$ cat src/rtl/usb_rx_pkg.sv
// Shared types and constants for the USB receive path: FSM state encoding,
// SYNC pattern and PID codes.
package usb_rx_pkg;

    typedef enum logic [2:0] {IDLE, SYNC, PID, DATA, ERR_WAIT} rx_state_t;

    localparam logic [7:0] SYNC_BYTE = 8'h80;

    localparam logic [3:0] PID_OUT   = 4'b0001;
    localparam logic [3:0] PID_IN    = 4'b1001;
    localparam logic [3:0] PID_SETUP = 4'b1101;
    localparam logic [3:0] PID_DATA0 = 4'b0011;
    localparam logic [3:0] PID_DATA1 = 4'b1011;
    localparam logic [3:0] PID_ACK   = 4'b0010;
    localparam logic [3:0] PID_NAK   = 4'b1010;
    localparam logic [3:0] PID_STALL = 4'b1110;

    // A PID byte carries its code in the low nibble and the complement above it.
    function automatic logic pid_ok(input logic [7:0] b);
        return b[7:4] == ~b[3:0];
    endfunction

endpackage

$ cat src/rtl/rx_byte_cnt.sv
// Payload byte counter: synchronous clear, increment, and a flag when the
// count has reached MAX_BYTES.
module rx_byte_cnt #(
    parameter int MAX_BYTES = 64,
    parameter int CNT_W     = $clog2(MAX_BYTES + 1)
) (
    input  logic             clk,
    input  logic             n_rst,
    input  logic             clr,
    input  logic             inc,
    output logic [CNT_W-1:0] count,
    output logic             at_max
);

    logic [CNT_W-1:0] count_q, count_d;

    always_comb begin
        count_d = count_q;
        if (clr)
            count_d = '0;
        else if (inc)
            count_d = count_q + CNT_W'(1);
    end

    always_ff @(posedge clk or negedge n_rst) begin
        if (!n_rst) count_q <= '0;
        else        count_q <= count_d;
    end

    assign count  = count_q;
    assign at_max = (count_q == CNT_W'(MAX_BYTES));

endmodule

$ cat src/rtl/rx_pkt_ctrl.sv
// USB receive packet sequencer: SYNC/PID checks, payload writes into rx_fifo,
// sticky error. Define RX_PKT_LEN_EN to add the pkt_len/pkt_len_valid outputs.
module rx_pkt_ctrl
    import usb_rx_pkg::*;
#(
    parameter int MAX_BYTES = 64,
    parameter int CNT_W     = $clog2(MAX_BYTES + 1)
) (
    input  logic             clk,
    input  logic             n_rst,
    input  logic             d_edge,
    input  logic             byte_done,
    input  logic [7:0]       rx_byte,
    input  logic             eop,
    input  logic             fifo_full,
    output logic             fifo_w_enable,
    output logic [7:0]       fifo_w_data,
    output logic             rcving,
    output logic [3:0]       rx_pid,
    output logic             pid_valid,
    output logic             r_error
`ifdef RX_PKT_LEN_EN
    ,
    output logic [CNT_W-1:0] pkt_len,
    output logic             pkt_len_valid
`endif
);

    rx_state_t        state_q, state_d;
    logic             wr_en_q, wr_en_d;
    logic [7:0]       wr_data_q, wr_data_d;
    logic             rcving_q, rcving_d;
    logic [3:0]       rx_pid_q, rx_pid_d;
    logic             pid_valid_q, pid_valid_d;
    logic             r_error_q, r_error_d;
    logic             cnt_clr, cnt_inc, at_max, drop;
    logic [CNT_W-1:0] count;

    rx_byte_cnt #(.MAX_BYTES(MAX_BYTES), .CNT_W(CNT_W)) u_cnt (
        .clk   (clk),
        .n_rst (n_rst),
        .clr   (cnt_clr),
        .inc   (cnt_inc),
        .count (count),
        .at_max(at_max)
    );

    assign drop = byte_done && (fifo_full || at_max);

    always_comb begin
        state_d     = state_q;
        wr_en_d     = 1'b0;
        wr_data_d   = wr_data_q;
        rx_pid_d    = rx_pid_q;
        pid_valid_d = 1'b0;
        r_error_d   = r_error_q;
        cnt_clr     = 1'b0;
        cnt_inc     = 1'b0;
        case (state_q)
            IDLE: if (d_edge) begin
                state_d   = SYNC;
                r_error_d = 1'b0;
            end
            // eop wins over a coincident byte before payload: the packet is truncated.
            SYNC: if (eop) begin
                state_d   = IDLE;
                r_error_d = 1'b1;
            end else if (byte_done) begin
                if (rx_byte == SYNC_BYTE) begin
                    state_d = PID;
                end else begin
                    state_d   = ERR_WAIT;
                    r_error_d = 1'b1;
                end
            end
            PID: if (eop) begin
                state_d   = IDLE;
                r_error_d = 1'b1;
            end else if (byte_done) begin
                if (pid_ok(rx_byte)) begin
                    state_d     = DATA;
                    rx_pid_d    = rx_byte[3:0];
                    pid_valid_d = 1'b1;
                    cnt_clr     = 1'b1;
                end else begin
                    state_d   = ERR_WAIT;
                    r_error_d = 1'b1;
                end
            end
            // A coincident byte is handled first, then eop closes the packet.
            DATA: begin
                if (drop) begin
                    state_d   = ERR_WAIT;
                    r_error_d = 1'b1;
                end else if (byte_done) begin
                    wr_en_d   = 1'b1;
                    wr_data_d = rx_byte;
                    cnt_inc   = 1'b1;
                end
                if (eop)
                    state_d = IDLE;
            end
            ERR_WAIT: if (eop) state_d = IDLE;
            default: state_d = IDLE;
        endcase
        rcving_d = (state_d != IDLE);
    end

    always_ff @(posedge clk or negedge n_rst) begin
        if (!n_rst) begin
            state_q     <= IDLE;
            wr_en_q     <= 1'b0;
            wr_data_q   <= '0;
            rcving_q    <= 1'b0;
            rx_pid_q    <= '0;
            pid_valid_q <= 1'b0;
            r_error_q   <= 1'b0;
        end else begin
            state_q     <= state_d;
            wr_en_q     <= wr_en_d;
            wr_data_q   <= wr_data_d;
            rcving_q    <= rcving_d;
            rx_pid_q    <= rx_pid_d;
            pid_valid_q <= pid_valid_d;
            r_error_q   <= r_error_d;
        end
    end

    assign fifo_w_enable = wr_en_q;
    assign fifo_w_data   = wr_data_q;
    assign rcving        = rcving_q;
    assign rx_pid        = rx_pid_q;
    assign pid_valid     = pid_valid_q;
    assign r_error       = r_error_q;

`ifdef RX_PKT_LEN_EN
    logic [CNT_W-1:0] pkt_len_q, pkt_len_d;
    logic             pkt_len_valid_q, pkt_len_valid_d;

    always_comb begin
        pkt_len_d       = pkt_len_q;
        pkt_len_valid_d = 1'b0;
        if (state_q == DATA && eop && !drop) begin
            pkt_len_d       = count + CNT_W'(cnt_inc);
            pkt_len_valid_d = 1'b1;
        end
    end

    always_ff @(posedge clk or negedge n_rst) begin
        if (!n_rst) begin
            pkt_len_q       <= '0;
            pkt_len_valid_q <= 1'b0;
        end else begin
            pkt_len_q       <= pkt_len_d;
            pkt_len_valid_q <= pkt_len_valid_d;
        end
    end

    assign pkt_len       = pkt_len_q;
    assign pkt_len_valid = pkt_len_valid_q;
`endif

endmodule

$ cat config.mk
export PLATFORM = sky130hd
export DESIGN_NAME = rx_pkt_ctrl
export DESIGN_NICKNAME = d
export VERILOG_FILES = /design/src/rtl/usb_rx_pkg.sv /design/src/rtl/rx_byte_cnt.sv /design/src/rtl/rx_pkt_ctrl.sv
export SDC_FILE = /design/constraint.sdc
export NUM_CORES = 1
export LEC_CHECK = 0
export BUFFER_PORTS_ARGS = -buffer_cell sky130_fd_sc_hd__buf_2
export CORE_MARGIN = 2
export CORE_UTILIZATION = 52
export DETAILED_ROUTE_END_ITERATION = 6
export PLACE_DENSITY = 0.74
export RECOVER_POWER = 100
export SLEW_MARGIN = 20
export SYNTH_ARGS = -nofsm -noshare
export SYNTH_HDL_FRONTEND = slang
export SYNTH_SLANG_ARGS = --single-unit
$ cat constraint.sdc
create_clock -name clk -period 2.4 [get_ports clk]
set_input_delay 0.24 -clock clk [delete_from_list [all_inputs] [get_ports clk]]
set_output_delay 0.24 -clock clk [all_outputs]
set_load 0.02 [all_outputs]
---- After elaboration in Yosys (flattened, before gate mapping) ----
Index checks and enable logic that the tools add are counted.
W data, S select, Z words.
cells by class
  $add $sub $neg .......................... 1
  muxes and demuxes ....................... 29
  equal/unequal tests ..................... 13
  bitwise operators ....................... 3
  reductions and logical operators ........ 9
operator list
  operator               number
  $mux W3                10
  $mux W1                15
  $pmux W3 S5            1
  $mux W7                2
  $ne A3 B3 Y1 const B   4
  $eq A8 B8 Y1 const B   1
  $add A7 B1 Y7 const B  1
  $eq A7 B7 Y1 const B   1
  $reduce_and A7 Y1      1
  $eq A3 B2 Y1 const B   2
  $eq A4 B4 Y1           1
  $ne A2 B2 Y1 const B   2
  $not A4 Y4             1
  $pmux W1 S4            1
  $reduce_and A4 Y1      1
  $reduce_bool A4 Y1     1
  $eq A3 B1 Y1 const B   1
  $eq A3 B3 Y1 const B   1
  $logic_not A3 Y1       1
  $reduce_and A3 Y1      1
  $reduce_bool A3 Y1     1
  $not A1 Y1             2
  $reduce_bool A2 Y1     1
  $logic_and A1 B1 Y1    1
  $logic_or A1 B1 Y1     1
storage, ports and cells
  bits in registers ....................... 26
  input port bits ......................... 14
  output and inout port bits .............. 16
  logic and storage cells ................. 63

---- Depth between registers and ports, before layout ----
  depth in word-level cells ............... 7
  gate-level depth with buffers ........... 8
  mapped depth without buffers ............ 7

---- Cells and area by module ----
Synthesis repeated with hierarchy kept, for this count alone.
unflattened totals
  cells, all modules ...................... 125
  area, all modules ....................... 1403.8 um^2
modules (own cells, without submodules)
  module       area an instance (um^2)  cells an instance  times used
  rx_pkt_ctrl  1043.5                   89                 1
  rx_byte_cnt  360.3                    36                 1

---- Least setup slack after synthesis ----
No wires, ideal clock.
  path kind ............................... flip-flop to flip-flop
  from .................................... register u_cnt.count_q[0] (netlist: u_cnt.count[0])
  to ...................................... register rcving_q (netlist: rcving)
  cell stages (with the launch flop) ...... 8
  arrival time ............................ 1971 ps
  clock period less this slack ............ 2102 ps
  buffers on the path ..................... 0
  required time ........................... 2269 ps
  setup slack ............................. 298 ps
  path through ............................ dfrtp_1 -> inv_1 -> ha_1 -> or4b_1 -> o211ai_2 -> nor2_1 -> or3b_1 -> or3_1
between the ends
  longest elaborated chain between the ends .. 7
RTL lines
  what                      line                text
  start: declaration        rx_byte_cnt.sv:15   logic [CNT_W-1:0] count_q, count_d;
  start signal: assignment  rx_byte_cnt.sv:27   else count_q <= count_d;
  $eq A7 B7 Y1              rx_byte_cnt.sv:31   assign at_max = (count_q == CNT_W'(MAX_BYTES));
  $logic_or A1 B1 Y1        rx_pkt_ctrl.sv:48   assign drop = byte_done && (fifo_full || at_max);
  $logic_and A1 B1 Y1       rx_pkt_ctrl.sv:48
  $mux W3                   rx_pkt_ctrl.sv:92   if (drop) begin
  $mux W3                   rx_pkt_ctrl.sv:100  if (eop)
  $pmux W3 S5               rx_pkt_ctrl.sv:59   case (state_q)
  via state_d[0]            rx_pkt_ctrl.sv:29   rx_state_t state_q, state_d;
  $reduce_bool A3 Y1        rx_pkt_ctrl.sv:106  rcving_d = (state_d != IDLE);
  via rcving_d              rx_pkt_ctrl.sv:32   logic rcving_q, rcving_d;
  end signal: assignment    rx_pkt_ctrl.sv:122  rcving_q <= rcving_d;
  end: declaration          rx_pkt_ctrl.sv:32
The timed path passes the listed nets, and every way through them passes these cells.
A chain may end at the register's enable or synchronous reset.

---- Worst setup path in the final report ----
Same ends and word-level chain as after synthesis.

==> run metrics <==
largest net degree at the start of global routing 27; Worst-Margin Slew 1390 ps; Placer Congestion 0.871; worst reg2reg setup slack 130 ps; Total Wirelength 2.56 mm; DIE HEIGHT 53.9 µm; synth warn 0; vias in the first global route 1,005; Int Pwr 0.000774 W; cell area after synthesis 1300 µm²; Area after DPL 1480 µm²; DR pass1 iterations 4; total number of vias 1,022; drt drc 0; Total GRT Usage 20.5%; Synth Net Count 133; VDD IR max 591 µV; Slew Viols, Final 0; ANT nets after route 0; critical path's largest stage delay 460 ps; layout cell share with drive strength beyond 1 21.5%; Design Area, Final 1520 µm²; critical path peak fanout 5; power density over the cells 735 nW/µm²; IO Port Bufs 29; status finished clean; Comb pwr share 24.1%; postcts setup bufs 0; Worst setup SP type flop; clock buffer count from CTS 3; Syn Area/Cell 11.1 µm²; Post-synth EDFFs 0; fmax 440 MHz; Primary FF master, synth dfrtp_1; fin crit share 94.6%; dpl hpwl 1.90 mm; IO Pins 30; M1 wire length 1.13 mm; DR top layer met4; Lkg Pwr 0.692 nW; Netlist cell types 36; Gate Count Post-Synth 117; Hold Path Class input port to flop; register area share after synthesis 50.2%; routed wl met2 1.28 mm; Final setup viols 0; net switching power 0.000346 W; Maximum Capacitance Violations 0; fill cell count 194; CP Cell Sequence inv_1 > ha_1 > or4b_1 > o211ai_2 > nor2_1 > or3b_1 > or3_1; total power 0.00112 W; minimum clock period 2270 ps; fin nets 166; leading cell type in the layout, fill and taps excluded dfrtp_1; area occupied by multi-input gates 622 µm²; H-Tree Depth 1; clk_skew 9.14 ps; initial antenna violation count 0; CP bufs+invs 1; most used cells in the layout excluding fill and tap cells dfrtp_1 (26), clkbuf_1 (19), nor2_1 (13); routed wl met3 136 µm; Core Footprint 2410 µm²; Clock Tree Root clkbuf_4; Yosys reg bits 26; DR WL/cell 14.3 µm; final hold violations 0; clk_lat worst skew 310 ps; first-pass GRT wire length 4.36 mm; FFs w/ async S/R, synth 100%; critical path's slowest cell dfrtp_1; CP endpoint kind flop; Clock Sinks 26; Area Overhead vs Synth 17.5%; total gr overflow 0; CTS tree built; Initial Utilization 53.8%; Clock Path Buffers 2; Clock transition at path regs 150 ps; sequential cell area 651 µm²; cell family with most CP delay simple AND/OR/NAND/NOR gates; vias per cell 5.71; Clock power frac 26.4%; Max transition margin 7.18%; critical path type flop to flop; RSZ-0062 raised after global routing no; Reg power frac 49.4%; Sw Ratio 30.9%; Row Count 18; Die Footprint 2910 µm²; First DRT Iteration DRCs 20; Worst Path Required 2600 ps; number of diodes 0; TNS Setup 0 ps; Die X 53.9 µm; crit path DAT 2470 ps
state kept, by name, summed over array words and instances, names as in the netlist:
register / cells
rx_pid: 4
fifo_w_enable: 1
u_cnt.count: 7
pid_valid: 1
fifo_w_data: 8
rcving: 1
r_error: 1
state_q: 3
kinds of logic after synthesis:
logic type | after synthesis | synth area share [%]
flip-flops | 26 | 50.2
multiplexers | 12 | 10.4
buffers and inverters | 9 | 2.80
adder cells (fa/ha/maj) | 2 | 1.93
XOR/XNOR | 10 | 6.76
AND/OR/NAND/NOR | 43 | 19.2
AO/OA/AOI/OAI | 15 | 8.69
per-stage QoR:
step	util [%]	std cells	hold slack, ps	setup WS (ps)
after floorplan	-	117	-55.6	298
after global placement	61.5	174	261	200
after detailed placement	61.5	174	274	131
after CTS	64.1	179	185	106
after global routing	63.2	179	183	16.2
final	63.2	179	190	129
cell type report:
type	count	share of cell area, %
Sequential cell	26	42.7
Timing Repair Buffer	32	9.29
Tap cell	30	2.47
Clock inverter	1	1.97
Multi-Input combinational cell	82	40.8
Clock buffer	3	1.48
Inverter	5	1.23
power by group through the flow:
stage	clock network [W]	registers [W]	logic (W)
4_1_cts	0.000303	0.000551	0.000282
6_report	0.000296	0.000554	0.000270
5_1_grt	0.000322	0.000563	0.000302
3_5_place_dp	0	0.000560	0.000278
3_3_place_gp	0	0.000555	0.000270
2_1_floorplan	0	0.000593	0.000143
worst reg2reg max path, cell delays in order, from the launching register on:
cell	delay (ps)
dfrtp_1	460
inv_1	90
ha_1	150
or4b_1	450
o211ai_2	240
nor2_1	60
or3b_1	360
or3_1	340
path summary, 6_finish.rpt:
kind,cells after the start,to,start
setup reg to reg,7,rcving,u_cnt.count[0]
hold reg to reg,1,fifo_w_data[0],fifo_w_data[0]
max in group asynchronous,2,u_cnt.count[2],n_rst
min in group asynchronous,2,u_cnt.count[5],n_rst
setup / recovery,7,rcving,u_cnt.count[0]
hold / removal,2,fifo_w_data[5],rx_byte[5]
routing by layer:
metal / global-route usage (%) / up-vias
li1: - / 485
met1: 28.0 / 507
met2: 33.3 / 28
met3: 3.61 / 2
met4: 5.56 / 0
met5: 0 / -
cells in the mapped netlist, types with 2 or more instances:
cell	n	area share (%)
dfrtp_1	26	50
inv_1	5	1.4
o211ai_1	2	1.2
nor2b_1	2	0.97
a21oi_1	2	0.77
nand4_1	5	2.4
buf_2	2	0.77
a211oi_1	2	1.2
a211o_1	2	1.4
clkbuf_1	2	0.58
nor4b_1	2	1.4
ha_1	2	1.9
nor3_1	2	0.77
nand2b_1	2	0.97
nor2_1	13	3.8
or3b_2	2	1.4
a31oi_1	2	0.97
xor2_1	9	6.1
mux2_2	12	10
nand2_1	5	1.4
repair_timing:
action,4_1_cts,5_1_grt
resized for setup,0,1
setup endpoints to repair,0,2
hold endpoints to repair,26,0
hold buffers,1,0
Note: power is estimated with default switching activity, not from simulation.
